### config.mk
export PLATFORM = sky130hd
export DESIGN_NAME = frt_irq_ctrl
export DESIGN_NICKNAME = d
export VERILOG_FILES = /design/src/rtl/frt_irq_ctrl.sv
export SDC_FILE = /design/constraint.sdc
export NUM_CORES = 1
export LEC_CHECK = 0
export CELL_PAD_IN_SITES_DETAIL_PLACEMENT = 1
export CELL_PAD_IN_SITES_GLOBAL_PLACEMENT = 1
export CORE_MARGIN = 3
export CORE_UTILIZATION = 33
export DETAILED_ROUTE_END_ITERATION = 6
export HOLD_SLACK_MARGIN = 0.06
export PLACE_DENSITY = 0.81
export SYNTH_ARGS = -nofsm -noshare
export SYNTH_HDL_FRONTEND = slang
export SYNTH_SLANG_ARGS = --single-unit
### constraint.sdc
create_clock -name CLK -period 2.4 [get_ports CLK]
set_input_delay 0.48 -clock CLK [delete_from_list [all_inputs] [get_ports CLK]]
set_output_delay 0.48 -clock CLK [all_outputs]
set_load 0.01 [all_outputs]
### src/rtl/frt_irq_ctrl.sv
// frt_irq_ctrl -- interrupt scheduler for the free-running timer.
//
// Holds the FRT priority level (IPRB[11:8]) and the FRT vector numbers
// (VCRC, VCRD) as IBUS registers. It arbitrates the ICI/OCI/OVI requests in
// fixed order and runs the request/acknowledge handshake with the CPU,
// followed by a guard window before a new request may be raised.
//
// Ports:
//   CLK, RST            clock, asynchronous active-high reset
//   CE_R, CE_F          rising-phase enable (state, writes), falling-phase
//                       enable (read data register)
//   RES_N               soft reset, active-low, sampled on CE_R
//   ICI/OCIA/OCIB/OVI_IRQ  FRT request levels
//   IBUS_*              32-bit big-endian register bus
//   INT_REQ/LVL/VEC     request to the CPU interrupt interface
//   INT_ACK             CPU acknowledge, one CE_R cycle wide
module frt_irq_ctrl #(
  parameter int GUARD_CYC = 3
) (
  input  logic        CLK,
  input  logic        RST,
  input  logic        CE_R,
  input  logic        CE_F,
  input  logic        RES_N,
  input  logic        ICI_IRQ,
  input  logic        OCIA_IRQ,
  input  logic        OCIB_IRQ,
  input  logic        OVI_IRQ,
  input  logic [31:0] IBUS_A,
  input  logic [31:0] IBUS_DI,
  output logic [31:0] IBUS_DO,
  input  logic [3:0]  IBUS_BA,
  input  logic        IBUS_WE,
  input  logic        IBUS_REQ,
  output logic        IBUS_BUSY,
  output logic        IBUS_ACT,
  output logic        INT_REQ,
  output logic [3:0]  INT_LVL,
  output logic [7:0]  INT_VEC,
  input  logic        INT_ACK
);

  localparam logic [31:0] ADDR_IPRB  = 32'hFFFF_FE60;
  localparam logic [31:0] ADDR_VCRC  = 32'hFFFF_FE66;
  localparam logic [31:0] ADDR_VCRD  = 32'hFFFF_FE68;
  localparam logic [3:0]  GUARD_LOAD = 4'(GUARD_CYC - 1);

  typedef enum logic [1:0] {IDLE, REQ, ACK, GUARD} state_t;
  typedef enum logic [1:0] {SRC_ICI, SRC_OCI, SRC_OVI} src_t;

  // Registers
  logic [3:0]  flvl;
  logic [6:0]  ficv, focv, fovv;
  logic [15:0] rd_hw;

  // Bus decode
  logic [31:0] a_hw;
  logic [15:0] hw_di, hw_rd;
  logic        be_hi, be_lo;
  logic        unused_di;

  assign IBUS_BUSY = 1'b0;
  assign IBUS_ACT  = (IBUS_A[31:4] == 28'hFFFF_FE6) && (IBUS_A[3:0] <= 4'h9);
  assign a_hw      = {IBUS_A[31:1], 1'b0};

  // Halfword at A[1]=0 lives on the upper lanes, A[1]=1 on the lower lanes.
  assign hw_di     = IBUS_A[1] ? IBUS_DI[15:0] : IBUS_DI[31:16];
  assign be_hi     = IBUS_A[1] ? IBUS_BA[1] : IBUS_BA[3];
  assign be_lo     = IBUS_A[1] ? IBUS_BA[0] : IBUS_BA[2];
  assign unused_di = hw_di[15] ^ hw_di[7];

  always_comb begin
    hw_rd = '0;
    case (a_hw)
      ADDR_IPRB: hw_rd = {4'h0, flvl, 8'h00};
      ADDR_VCRC: hw_rd = {1'b0, ficv, 1'b0, focv};
      ADDR_VCRD: hw_rd = {1'b0, fovv, 8'h00};
      default:   hw_rd = '0;
    endcase
  end

  always_ff @(posedge CLK or posedge RST) begin
    if (RST) begin
      flvl <= '0;
      ficv <= '0;
      focv <= '0;
      fovv <= '0;
    end else if (CE_R) begin
      if (!RES_N) begin
        flvl <= '0;
        ficv <= '0;
        focv <= '0;
        fovv <= '0;
      end else if (IBUS_REQ && IBUS_WE) begin
        case (a_hw)
          ADDR_IPRB: if (be_hi) flvl <= hw_di[11:8];
          ADDR_VCRC: begin
            if (be_hi) ficv <= hw_di[14:8];
            if (be_lo) focv <= hw_di[6:0];
          end
          ADDR_VCRD: if (be_hi) fovv <= hw_di[14:8];
          default: ;
        endcase
      end
    end
  end

  // Read register survives soft reset; only RST clears it.
  always_ff @(posedge CLK or posedge RST) begin
    if (RST) begin
      rd_hw <= '0;
    end else if (CE_F && IBUS_REQ && !IBUS_WE && IBUS_ACT) begin
      rd_hw <= hw_rd;
    end
  end

  assign IBUS_DO = IBUS_ACT ? {rd_hw, rd_hw} : '0;

  // Arbitration: ICI > OCI > OVI
  logic       oci, valid;
  src_t       cand_src;
  logic [7:0] cand_vec;

  assign oci = OCIA_IRQ | OCIB_IRQ;

  always_comb begin
    cand_src = SRC_ICI;
    cand_vec = {1'b0, ficv};
    if (ICI_IRQ) begin
      cand_src = SRC_ICI;
      cand_vec = {1'b0, ficv};
    end else if (oci) begin
      cand_src = SRC_OCI;
      cand_vec = {1'b0, focv};
    end else begin
      cand_src = SRC_OVI;
      cand_vec = {1'b0, fovv};
    end
    valid = (ICI_IRQ | oci | OVI_IRQ) && (flvl != 4'h0);
  end

  // Handshake FSM; request outputs are registered alongside the state.
  state_t     state, state_nxt;
  src_t       src, src_nxt;
  logic       req_nxt;
  logic [3:0] lvl_nxt, guard_cnt, guard_nxt;
  logic [7:0] vec_nxt;

  always_ff @(posedge CLK or posedge RST) begin
    if (RST) begin
      state     <= IDLE;
      src       <= SRC_ICI;
      guard_cnt <= '0;
      INT_REQ   <= 1'b0;
      INT_LVL   <= '0;
      INT_VEC   <= '0;
    end else if (CE_R) begin
      if (!RES_N) begin
        state     <= IDLE;
        src       <= SRC_ICI;
        guard_cnt <= '0;
        INT_REQ   <= 1'b0;
        INT_LVL   <= '0;
        INT_VEC   <= '0;
      end else begin
        state     <= state_nxt;
        src       <= src_nxt;
        guard_cnt <= guard_nxt;
        INT_REQ   <= req_nxt;
        INT_LVL   <= lvl_nxt;
        INT_VEC   <= vec_nxt;
      end
    end
  end

  always_comb begin
    state_nxt = state;
    src_nxt   = src;
    guard_nxt = guard_cnt;
    req_nxt   = INT_REQ;
    lvl_nxt   = INT_LVL;
    vec_nxt   = INT_VEC;
    case (state)
      IDLE: begin
        req_nxt = 1'b0;
        if (valid) begin
          state_nxt = REQ;
          src_nxt   = cand_src;
          vec_nxt   = cand_vec;
          lvl_nxt   = flvl;
          req_nxt   = 1'b1;
        end
      end
      REQ: begin
        // Acknowledge beats withdrawal and freezes the presented level/vector.
        if (INT_ACK) begin
          state_nxt = ACK;
          req_nxt   = 1'b0;
        end else if (!valid) begin
          state_nxt = IDLE;
          req_nxt   = 1'b0;
          lvl_nxt   = flvl;
        end else begin
          lvl_nxt = flvl;
          if (cand_src != src) begin
            src_nxt = cand_src;
            vec_nxt = cand_vec;
          end
        end
      end
      ACK: begin
        req_nxt   = 1'b0;
        guard_nxt = GUARD_LOAD;
        state_nxt = GUARD;
      end
      GUARD: begin
        req_nxt = 1'b0;
        if (guard_cnt == 4'h0) state_nxt = IDLE;
        else                   guard_nxt = guard_cnt - 4'h1;
      end
      default: begin
        state_nxt = IDLE;
        req_nxt   = 1'b0;
      end
    endcase
  end

endmodule

==> reports/summary.md, run 1 <==
The share of the clock period used by the worst path after layout was 0.983. The relative max-transition margin came out at 0.547. Dividing the detail-routed via count by the number of cells gives 5.33. The detailed router placed 3382 vias in this run. 0 antenna diodes ended up in the layout. The number of enable-type register cells in the synthesized netlist was 0.

The kind of start point of the critical path was an input pin. Number of buffers added by the clock tree synthesis step: 9. The async set-or-reset flop fraction in the synthesized netlist was 1.00; the worst-margin pin slew was 0.673 ns. The first global-routing pass estimated 18.2 mm of wire.

For the global-route usage over all layers, the log shows 0.196. The clock net in this run drives a total of 59 sinks. Yosys printed 0 warnings.

The clock reaches the later pin of the worst-skew pair after 0.33 ns. Clock tree synthesis selected as its root buffer the cell sky130_fd_sc_hd__clkbuf_8. Hold violation count in the final report: 0.

The critical path in this run is classified as input pin to output port. The worst min-delay path class was flip-flop to flip-flop. The number of ports placed on the die boundary was 127.

STA puts the critical path data required time at 1.92 ns. The run gives 60 as the distinct cell type count after synthesis. The number of antenna violations at the first check in global routing is 0, and the sequential-to-total area share from yosys stat is 0.421. For the total congestion overflow after global routing, the log shows 0. Compared with the post-synthesis result, the final layout area differs by 43.9%.

Summed over all layers, the routed wires come to 11.5 mm. The logs give 0.349 for the effective utilization at floorplan and 3 for the number of levels in the clock H-tree. The final layout net count was 581; the pin count of the biggest net entering global routing was 38.

The die width was 109 um. Clock skew on the completed layout was measured at 0.00755 ns. The smallest clock period supported by the final layout is computed as 2.36 ns. Along the worst path, the maximum fanout reaches 6. The worst path arrival time is 1.88 ns. The first TritonRoute pass finished after 4 iterations.

The remaining number of nets flagged by the antenna check after routing came out at 0. The height of the die is 109 um. The element type at the critical path end is an output port. Hold repair after CTS inserted 0 buffers. Count of routing violations after the opening detailed-route iteration: 154.

Power spread over the standard cell area amounts to 498 mW/mm^2. The tools report the total DRC errors in the routed layout as 0. TritonCTS built the clock tree. Power comes to 0.00251 W. In the final routed layout, each cell accounts on average for 18.1 um. The half-perimeter wire length after detailed placement was 8.99 mm; the fraction of layout cells with a size suffix above 1 was 0.251. The last weighted congestion value of the routability-driven placer is 0.883, and the mean area per synthesized cell is 9.55 sq um. The tools report the instance count of the mapped netlist as 367. Dominant synthesized flop cell: sky130_fd_sc_hd__dfrtp_1.

The floorplan has 36 rows. After synthesis, the cell types taking the most area are sky130_fd_sc_hd__dfrtp_1, sky130_fd_sc_hd__o2bb2ai_1, sky130_fd_sc_hd__nand2_1, sky130_fd_sc_hd__buf_4, sky130_fd_sc_hd__mux2_2. The die covers 0.0119 sq mm. The synthesized design spends more area on one cell type than any other, namely sky130_fd_sc_hd__dfrtp_1.

The dominant cell by count in the synthesized netlist is sky130_fd_sc_hd__dfrtp_1. Counting instances in the post-synthesis netlist gives the leading cell types as sky130_fd_sc_hd__dfrtp_1, sky130_fd_sc_hd__nand2_1, sky130_fd_sc_hd__o2bb2ai_1, sky130_fd_sc_hd__a21oi_1, sky130_fd_sc_hd__buf_4. Static timing analysis puts the maximum clock frequency at 0.424 GHz. The max-cap violation count is 0. The area share of the leading cell type in the synthesized netlist came out at 0.421. The flow ran to the end, and the final reports show no timing, DRC or antenna violations. Setup violations remaining at the end of the flow were counted as 0. The post-synthesis register bit count came out at 59.

For the leakage power, the log shows 2.21 nW. Setup repair after global routing could not meet its margin everywhere. No sink is reached through more buffers than the 2 on the longest clock path. The tools report the utilization after layout as 0.502. The count of final max-slew check failures was 0. The run gives 0.382 mV as the worst vdd rail ir drop. The cell area that synthesis handed to floorplanning was 0.00350 sq mm. Clock-pin slew was measured on the worst setup and hold paths at 0.06 ns.

Via count of the first global-routing pass: 3542. Placeable core region: 0.0100 sq mm. The count of buffers added on input and output ports is 114.
[through the flow]
stage          area (sq um)  TNS (ns)  hold WS (ns)  cells  setup slack [ns]
3_5_place_dp           4840    -20.91         0.483    613            -0.649
4_1_cts                5010   -0.0456         0.498    634           -0.0103
3_3_place_gp           4840    -17.60         0.470    613            -0.564
6_report               5040         0         0.493    635            0.0406
5_1_grt                5040    -0.425         0.513    635           -0.0607
2_1_floorplan          3530         0         0.442    372           0.00703
[state kept, by name, summed over array words and instances (netlist names), 4 cells and up]
name	flops
INT_LVL	4
guard_cnt	4
INT_VEC	7
fovv	7
focv	7
flvl	4
ficv	7
rd_hw	14
[cell type report]
cell class,instances,area (sq um)
repair buffers,154,1360
fillers,1166,5000
well taps,133,166
inverters,15,56.3
multi-input cells,260,1790
flip-flops and latches,59,1480
clock buffers,12,165
clock inverters,2,35.0
[worst paths after layout]
kind                                            start  slack [ns]  cells after the start                endpoint
worst max-delay path                        IBUS_A[7]        0.04                      9             IBUS_DO[30]
worst min-delay path            rd_hw[13]$_DFFE_PP0P_        0.49                      2   rd_hw[13]$_DFFE_PP0P_
worst max register to register    flvl[3]$_DFFE_PP0P_        0.25                      5  INT_VEC[3]$_DFFE_PP0P_
worst min register to register  rd_hw[13]$_DFFE_PP0P_        0.49                      2   rd_hw[13]$_DFFE_PP0P_
max in group asynchronous                         RST        1.30                      3    rd_hw[1]$_DFFE_PP0P_
min in group asynchronous                         RST        0.51                      2      src[0]$_DFFE_PP0P_
[cells in the final DEF (no fill, tap or decap), types with 17 or more instances in the layout]
cell type,instances
sky130_fd_sc_hd__nand2_1,44
sky130_fd_sc_hd__buf_4,34
sky130_fd_sc_hd__clkdlybuf4s50_1,57
sky130_fd_sc_hd__dfrtp_1,59
sky130_fd_sc_hd__buf_6,17
sky130_fd_sc_hd__buf_2,17
sky130_fd_sc_hd__o21ai_0,19
sky130_fd_sc_hd__o2bb2ai_1,23
sky130_fd_sc_hd__a21oi_1,21
sky130_fd_sc_hd__dlygate4sd2_1,22
[metal layers]
layer,global-route usage,share of wire
met3,0.0385,0.062
met5,0,0
met1,0.247,0.41
met2,0.346,0.52
met4,0.0442,0.0040
[timing repair]
action                     4_1_cts  5_1_grt
buffers inserted                 6        1
cloned                           1        0
resized for setup              167       17
setup endpoints to repair       29       29
pin swaps                       12        5
[cells by family after synthesis]
family,after synthesis,synth area share
other,1,0.00107
AND/OR/NAND/NOR,113,0.185
AO/OA/AOI/OAI,120,0.241
adder cells (fa/ha/maj),2,0.00714
buffers and inverters,53,0.0853
flip-flops,59,0.421
multiplexers,19,0.0586
[where the power goes]
part	switching [W]	internal (W)
logic	0.000243	0.000241
clock network	0.000375	0.000551
registers	0.0000689	0.00103
total	0.000687	0.00183
[critical path, stage by stage]
cell and delay (ns):
sky130_fd_sc_hd__buf_6 0.09, sky130_fd_sc_hd__nand4b_1 0.21, sky130_fd_sc_hd__nor4_4 0.34, sky130_fd_sc_hd__nand2_2 0.11, sky130_fd_sc_hd__a21oi_4 0.17, sky130_fd_sc_hd__buf_6 0.15
sky130_fd_sc_hd__buf_6 0.09, sky130_fd_sc_hd__and2_4 0.15, sky130_fd_sc_hd__buf_6 0.10
No activity file was read; power rests on OpenSTA's default activity.
==> run 2, diff against run 1 <==
ABC_AREA = 1   (was default)
PLACE_DENSITY = 0.83   (was 0.81)
==> run 2 against run 1 <==
Net effect: global-route usage fell by 0.69 points; die area rose by 11%; fmax rose by 3.7%; final cell count rose by 31%; critical path depth fell by 2; register-to-register slack improved by 0.50 ns; wire length rose by 9.6%; synthesized cell count rose by 51%; first-iteration DRC count rose by 27%; hold slack got worse by 0.021 ns; worst setup slack improved by 0.084 ns; highest routed layer unchanged.
==> reports/summary.md, run 2 <==
The run finished with clean final reports. In the post-synthesis netlist, the biggest area contributors are sky130_fd_sc_hd__dfrtp_1, sky130_fd_sc_hd__nand2_1, sky130_fd_sc_hd__nor2_1, sky130_fd_sc_hd__nand3_1, sky130_fd_sc_hd__o21ai_2. The tools report the global-route usage over all layers as 0.189 (-0.00692).

The commonest cells after synthesis are sky130_fd_sc_hd__nand2_1, sky130_fd_sc_hd__nor2_1, sky130_fd_sc_hd__dfrtp_1, sky130_fd_sc_hd__nand3_1, sky130_fd_sc_hd__inv_1. The wire length per cell after detailed routing was 15.1 um (-16%). The logs give 1468 (+26%) for the count of filler cells inserted in the layout and 0.391 (-0.048) for the sequential cell fraction of total power. Ranked by flip-flop count, first place goes to rd_hw.

For the distinct cell type count after synthesis, the log shows 30 (-50%). The library cell used most frequently in the layout, excluding fill and tap cells, is sky130_fd_sc_hd__nand2_1. The tools report the number of buffers added by the clock tree synthesis step as 9 (unchanged). The area overhead of the layout relative to synthesis works out to 44.7%.

The effective utilization at floorplan is 0.341 (-0.00818), and the number of levels in the clock H-tree is 3 (unchanged). The first-pass iteration count of the detailed router is 6 (+2), and the clock latency reported for the late side of the worst-skew pair is 0.32 ns (about the same). Count of final max-slew check failures: 0 (unchanged). The setup path with the least slack is of type input pin to output port.

The instance count of the mapped netlist is 554 (+51%). The run gives 0.376 (-0.0450) as the sequential-to-total area share from yosys stat. The logs give 769 (+32%) for the final layout net count and 0.0115 sq mm (+15%) for the placeable core region.

The total DRC errors in the routed layout was 0 (unchanged); the worst path arrival time was 1.80 ns (-0.08 ns). Number of ports placed on the die boundary: 127 (unchanged). The share of the clock period used by the worst path after layout works out to 0.948 (-0.0348). The synthesis warning total was 0 (unchanged); the post-layout instance count excluding filler cells was 833 (+31%).

The count of routing violations after the opening detailed-route iteration was 195 (+27%). The switching fraction of total power is 0.314 (+0.0406), and the largest fanout on the critical path is 7 (+1). The most common cell in the synthesized netlist is sky130_fd_sc_hd__nand2_1. The async set-or-reset flop fraction in the synthesized netlist was 1.00 (unchanged). Number of rows in the core area: 39 (+8.3%). Number of enable-type register cells in the synthesized netlist: 0 (unchanged). Area share of the leading cell type in the synthesized netlist: 0.376 (-0.0450). Shortest clock period the worst path allows after layout: 2.28 ns (-0.0835 ns). The most used flip-flop cell after synthesis is sky130_fd_sc_hd__dfrtp_1. The logs give 0.00568 sq mm (+13%) for the final instance area and 0 (unchanged) for the total congestion overflow after global routing.

Leakage power: 2.92 nW (+32%). The total number of clock tree sinks came out at 59 (unchanged). Required arrival time at the worst endpoint: 1.92 ns (about the same). The final wirelength came out at 12.6 mm (+9.6%).

Setup repair after global routing left no endpoint under its margin. TritonCTS built the clock tree. The post-detailed-route via-to-cell ratio works out to 4.86 (-8.8%). The part of the power in the clock network came out at 0.349 (-0.020). For the utilization after layout, the log shows 0.493 (-0.00906). The run gives -0.517 ns (+0.131 ns) as the worst slack at placement.

The logs give 0.00528 sq mm (+9.0%) for the total cell area at the placement stage and 39 (+2.6%) for the pin count of the biggest net entering global routing. The run gives 20.4 mm (+12%) as the wire length of the first global-routing pass. The worst hold path belongs to the class flip-flop to flip-flop.

The fraction of layout cells with a size suffix above 1 works out to 0.262 (+0.0113). The diode insertion count for antenna repair was 0 (unchanged); the height of the die was 115 um (+5.5%). The post-synthesis register bit count is 59 (unchanged), and the clock-pin slew on the worst setup and hold paths is 0.05 ns (about the same). The worst setup slack after layout was 0.124 ns (+0.0835 ns). The total net switching power came out at 0.00104 W (+52%). The root cell of the clock tree was sky130_fd_sc_hd__clkbuf_16. Mean area per synthesized cell: 7.08 sq um (-26%).

Quantity of I/O buffers inserted on ports: 115 (+0.88%). The placed cell count was 813 (+33%). The relative contribution of combinational cells to total power was 0.261 (+0.068); the detailed-route via count was 4046 (+20%). The overall die area was 0.0132 sq mm (+11%). The remaining number of nets flagged by the antenna check after routing is 0 (unchanged), and the number of endpoints failing setup at the final stage is 0 (unchanged).

The cell type contributing the most total cell area after synthesis was sky130_fd_sc_hd__dfrtp_1. Last weighted congestion value of the routability-driven placer: 0.862 (-2.4%). The logs give 0 (unchanged) for the hold violation count in the final report and 9.79 mm (+8.9%) for the half-perimeter wire length after detailed placement. The via count of the first global-routing pass came out at 4240 (+20%). Kind of start point of the critical path: an input pin. The die width was 115 um (+5.5%). The internal power contribution was 0.00228 W (+25%); the top achievable clock speed was 0.439 GHz (+3.7%).

The areal power density over the cells is 584 mW/mm^2 (+17%). For the worst clock skew, the log shows 0.00587 ns (-0.00168 ns). The worst setup path is captured at an output port. The tools report the max-cap violation count as 0 (unchanged).

The library cells used most frequently in the layout, excluding fill and tap cells, are sky130_fd_sc_hd__nand2_1, sky130_fd_sc_hd__dfrtp_1, sky130_fd_sc_hd__clkdlybuf4s50_1, sky130_fd_sc_hd__nor2_1, sky130_fd_sc_hd__nand3_1. The worst vdd rail ir drop is 0.306 mV (-20%), and the netlist area before placement is 0.00392 sq mm (+12%). The number of flip-flops in the largest register is 14 (unchanged).

The worst-margin pin slew works out to 0.487 ns (-0.186 ns). For the relative max-transition margin, the log shows 0.672 (+0.125). The number of antenna violations at the first check in global routing was 0 (unchanged); the maximum count of clock buffers along a single path was 2 (unchanged).
==> run 2: cell types whose count changed after synthesis, sizes merged, moves of 7 or more <==
cell	previous run	this run
nand2	46	200
nor2	8	85
nand3	7	48
inv	15	50
o21ai	21	48
o2bb2ai	23	0
and2	17	0
a21oi	22	7
o22ai	13	0
mux2	12	0
a22o	11	0
a22oi	7	0
mux2i	7	0
nor4	7	0
==> run 2: logic make-up (layout without fill, tap and decap cells) <==
group,Yosys count,count (layout),share of synthesized area
simple gates,349,349,0.403
buf+inv,86,217,0.115
flops,59,59,0.376
compound gates,56,56,0.0960
fa+ha+maj,2,2,0.00638
other cells,1,6,0.000956
xor+xnor,1,1,0.00223
==> run 2: timing repair <==
action,4_1_cts,5_1_grt
buffers inserted,2,3
hold buffers,0,0
pin swaps,5,17
gates cloned,0,1
resized for setup,131,60
setup endpoints to repair,29,29
==> run 2: final cells by class <==
type / instances / area (sq um) / area share
multi-input combinational: 414 / 2150 / 0.380
clock inverter: 3 / 15.0 / 0.00264
inverter: 50 / 193 / 0.0339
sequential: 59 / 1480 / 0.260
timing repair buffer: 153 / 1410 / 0.248
tap: 143 / 179 / 0.0315
clock buffer: 11 / 253 / 0.0445
==> run 2: power by group through the flow <==
| stage | clock, W | sequential (W) | combinational [W] |
|---|---|---|---|
| after CTS | 0.00117 | 0.00129 | 0.000871 |
| after detailed placement | 0 | 0.00131 | 0.000861 |
| final | 0.00116 | 0.00130 | 0.000865 |
| after floorplan | 0 | 0.00127 | 0.000509 |
| after global placement | 0 | 0.00129 | 0.000821 |
| after global routing | 0.00123 | 0.00132 | 0.000964 |
==> run 2: routing by layer <==
layer  GRT usage  share of wire  up-vias
met5           0              0        -
met4      0.0493          0.017        0
met3      0.0326          0.042       16
met2       0.347           0.52      108
met1       0.228           0.42     1950
li1            -              -     1972
==> run 2: stage by stage <==
stage,power (W),hold slack (ns),TNS [ns]
finish,0.00332,0.472,0
floorplan,0.00178,0.449,0
CTS,0.00333,0.479,-0.269
detailed placement,0.00217,0.466,-14.16
global placement,0.00211,0.460,-11.74
global route,0.00351,0.504,0
==> run 2: worst paths after layout <==
path                                        startpoint  depth (start not counted)                      to  slack (ns)
min in group asynchronous                          RST                          2    rd_hw[6]$_DFFE_PP0P_        0.57
worst min register to register  INT_VEC[0]$_DFFE_PP0P_                          2  INT_VEC[0]$_DFFE_PP0P_        0.47
worst min-delay path            INT_VEC[0]$_DFFE_PP0P_                          2  INT_VEC[0]$_DFFE_PP0P_        0.47
worst max register to register    state[1]$_DFFE_PP0P_                          7  INT_VEC[4]$_DFFE_PP0P_        0.75
max in group asynchronous                          RST                          3     ficv[6]$_DFFE_PP0P_        1.26
worst max-delay path                        IBUS_A[21]                          7             IBUS_DO[19]        0.12
==> run 2: critical path, cell delays in order <==
cell                              delay (ns)
sky130_fd_sc_hd__clkdlybuf4s50_1        0.49
sky130_fd_sc_hd__nand4_1                0.16
sky130_fd_sc_hd__nor2_4                 0.15
sky130_fd_sc_hd__nand2_4                0.10
sky130_fd_sc_hd__clkbuf_16              0.18
sky130_fd_sc_hd__nor2_4                 0.13
sky130_fd_sc_hd__buf_6                  0.11
==> run 3, diff against run 2 <==
PLACE_DENSITY = default   (was 0.83)
PLACE_DENSITY_LB_ADDON = 0.1   (was default)
==> run 3 against run 2 <==
Net effect: power grew 2.7%; register-to-register slack about the same; wire length decreased by 1.2%; highest routed layer unchanged; clock-buffer cell count is the same; critical endpoint is now IBUS_DO[3]; clock power up 9%; final cell count up 1.9%; sequential cell count unchanged; fmax shrank 2.3%.
==> reports/summary.md, run 3 (synthesis gave the netlist of run 2 again) <==
The worst vdd rail ir drop was 0.330 mV (+7.6%); the count of final max-slew check failures was 0 (unchanged). The required arrival time at the worst endpoint was 1.92 ns (about the same); the number of levels in the clock H-tree was 3 (unchanged). The most common library cell in the layout ignoring fill and taps was sky130_fd_sc_hd__nand2_1.

The clock-pin slew on the worst setup and hold paths was 0.06 ns (about the same). The height of the die is 115 um (unchanged). The worst-case reg-to-reg path depth is 7 (unchanged). The tools report the number of antenna violations at the first check in global routing as 0 (unchanged). Global-route usage over all layers: 0.193 (+0.00390). The fraction of layout cells with a size suffix above 1 works out to 0.275 (+0.0125). The tools report the number of rows in the core area as 39 (unchanged). The worst setup path is launched from an input pin.

The register-to-register setup slack came out at 0.75 ns (about the same). For the first-pass iteration count of the detailed router, the log shows 4 (-2). The clock latency reported for the late side of the worst-skew pair was 0.32 ns (about the same); the wire length of the first global-routing pass was 20.5 mm (+0.37%). The leakage power was 2.86 nW (-2.2%). For the quantity of hold-fixing buffers added after cts, the log shows 0 (unchanged). The run gives 46 (+18%) as the pin count of the biggest net entering global routing. The quantity of I/O buffers inserted on ports was 115 (unchanged); the number of ports placed on the die boundary was 127 (unchanged).

Counting stages on the worst path, the most repeated cell is sky130_fd_sc_hd__nor2_4. The run gives 0 (unchanged) as the hold violation count in the final report. TritonCTS built the clock tree. The post-detailed-route via-to-cell ratio came out at 4.77 (-1.9%). Register with the most flip-flops: rd_hw. The tools report the remaining number of nets flagged by the antenna check after routing as 0 (unchanged). The detailed-route via count was 4046 (unchanged); the wire length per cell after detailed routing was 14.7 um (-3.1%). The utilization after layout is 0.500 (+0.00706). The delay of the slowest cell on the worst path came out at 0.47 ns (-0.02 ns). The total congestion overflow after global routing was 0 (unchanged); the area overhead of the layout relative to synthesis was 46.7%. The logs give 0.0115 sq mm (unchanged) for the placeable core region and 2 (unchanged) for the maximum count of clock buffers along a single path. The worst hold path belongs to the class input pin to async pin.

Share of the clock period used by the worst path after layout: 0.970 (+0.0220). The logs give 12.5 mm (-1.2%) for the final wirelength and 0.341 (unchanged) for the effective utilization at floorplan. The die width was 115 um (unchanged); the worst clock skew was 0.00853 ns (+0.00266 ns). The flow ran to the end, and the final reports show no timing, DRC or antenna violations.

The count of routing violations after the opening detailed-route iteration is 142 (-27%). The largest individual stage delay along the critical path comes from the cell sky130_fd_sc_hd__clkdlybuf4s50_1. The critical path goes through clkdlybuf4s50_1 > nand2_2 > nor2_4 > nand2_2 > nor2_4 > nand2_4 > buf_16 > nor2_4 > buf_6. For the overall die area, the log shows 0.0132 sq mm (unchanged). The shortest clock period the worst path allows after layout is 2.33 ns (+0.0527 ns).

The logs give 9.41 mm (-3.9%) for the half-perimeter wire length after detailed placement and 59 (unchanged) for the total number of clock tree sinks. The largest fanout on the critical path is 7 (unchanged). The number of flip-flops in the largest register is 14 (unchanged), and the final layout net count is 783 (+1.8%). The last weighted congestion value of the routability-driven placer is 0.821 (-4.9%). The top achievable clock speed is 0.429 GHz (-2.3%), and the number of buffers added by the clock tree synthesis step is 9 (unchanged).

Leaving out fill and tap cells, the most frequent cells in the layout are sky130_fd_sc_hd__nand2_1, sky130_fd_sc_hd__clkdlybuf4s50_1, sky130_fd_sc_hd__dfrtp_1, sky130_fd_sc_hd__nor2_1, sky130_fd_sc_hd__buf_4. The diode insertion count for antenna repair is 0 (unchanged), and the max-cap violation count is 0 (unchanged). The via count of the first global-routing pass was 4351 (+2.6%).

The root cell of the clock tree was sky130_fd_sc_hd__clkbuf_16. The run gives 0.453 ns (-0.0190 ns) as the worst hold margin. STA classifies the critical path endpoint as an output port.

The areal power density over the cells works out to 592 mW/mm^2 (+1.3%). The worst path arrival time is 1.85 ns (+0.05 ns). For the number of endpoints failing setup at the final stage, the log shows 0 (unchanged). The type of the setup path with the least slack was input pin to output port. The total DRC errors in the routed layout is 0 (unchanged).
-- run 3: cell count changes in the layout (fill, tap and decap cells not counted), moves of 4 or more --
cell | before | now
sky130_fd_sc_hd__dlymetal6s2s_1 | 25 | 7
sky130_fd_sc_hd__dlygate4sd2_1 | 2 | 19
sky130_fd_sc_hd__buf_4 | 35 | 49
sky130_fd_sc_hd__nor2_2 | 15 | 11
sky130_fd_sc_hd__nor2_4 | 15 | 19
-- run 3: final timing paths --
kind / from / end
worst max-delay path: IBUS_A[14] / IBUS_DO[3]
worst min-delay path: RST / INT_LVL[3]$_DFFE_PP0P_
worst max register to register: state[1]$_DFFE_PP0P_ / INT_VEC[0]$_DFFE_PP0P_
worst min register to register: INT_VEC[6]$_DFFE_PP0P_ / INT_VEC[6]$_DFFE_PP0P_
max in group asynchronous: RST / ficv[5]$_DFFE_PP0P_
min in group CLK: INT_VEC[6]$_DFFE_PP0P_ / INT_VEC[6]$_DFFE_PP0P_
-- run 3: area by class of cell --
type	instances	area, sq um
fill	1470	5760
tap	143	179
sequential	59	1480
timing repair buffer	167	1450
clock buffer	11	243
multi-input combinational	414	2170
inverter	50	193
clock inverter	5	52.6
-- run 3: worst max-delay path: cells and delay by family --
kind          cells  cell delay (ns)
simple gates      6             0.61
buf+inv           3             0.75
-- run 3: what timing repair did --
item,4_1_cts,5_1_grt
endpoints found under the hold margin,0,0
buffers inserted,15,2
pin swaps,14,12
gates cloned,1,0
setup endpoints to repair,29,29
gates resized for setup,171,22
-- run 3: power breakdown --
part,switching [W],leakage (nW),internal (W)
Clock,0.000432,0.145,0.000825
Sequential,0.000140,0.791,0.00115
Combinational,0.000466,1.92,0.000398
-- run 3: per-layer routing --
layer	global-route usage	up-vias	wire (um)
met3	0.0321	11	554
met1	0.236	1937	5410
met2	0.350	92	6350
li1	-	2006	-
met5	0	-	0
met4	0.0540	0	150
-- run 3: metrics by stage --
stage          cell area (sq um)  setup TNS [ns]  power, W  worst slack, ns  std cells
2_1_floorplan               3940               0   0.00178            0.278        559
3_3_place_gp                5290          -11.71   0.00213           -0.426        815
3_5_place_dp                5290          -13.85   0.00216           -0.500        815
4_1_cts                     5680               0   0.00344          0.00170        847
5_1_grt                     5760         -0.0107   0.00362         -0.00475        849
6_report                    5760               0   0.00341           0.0714        849
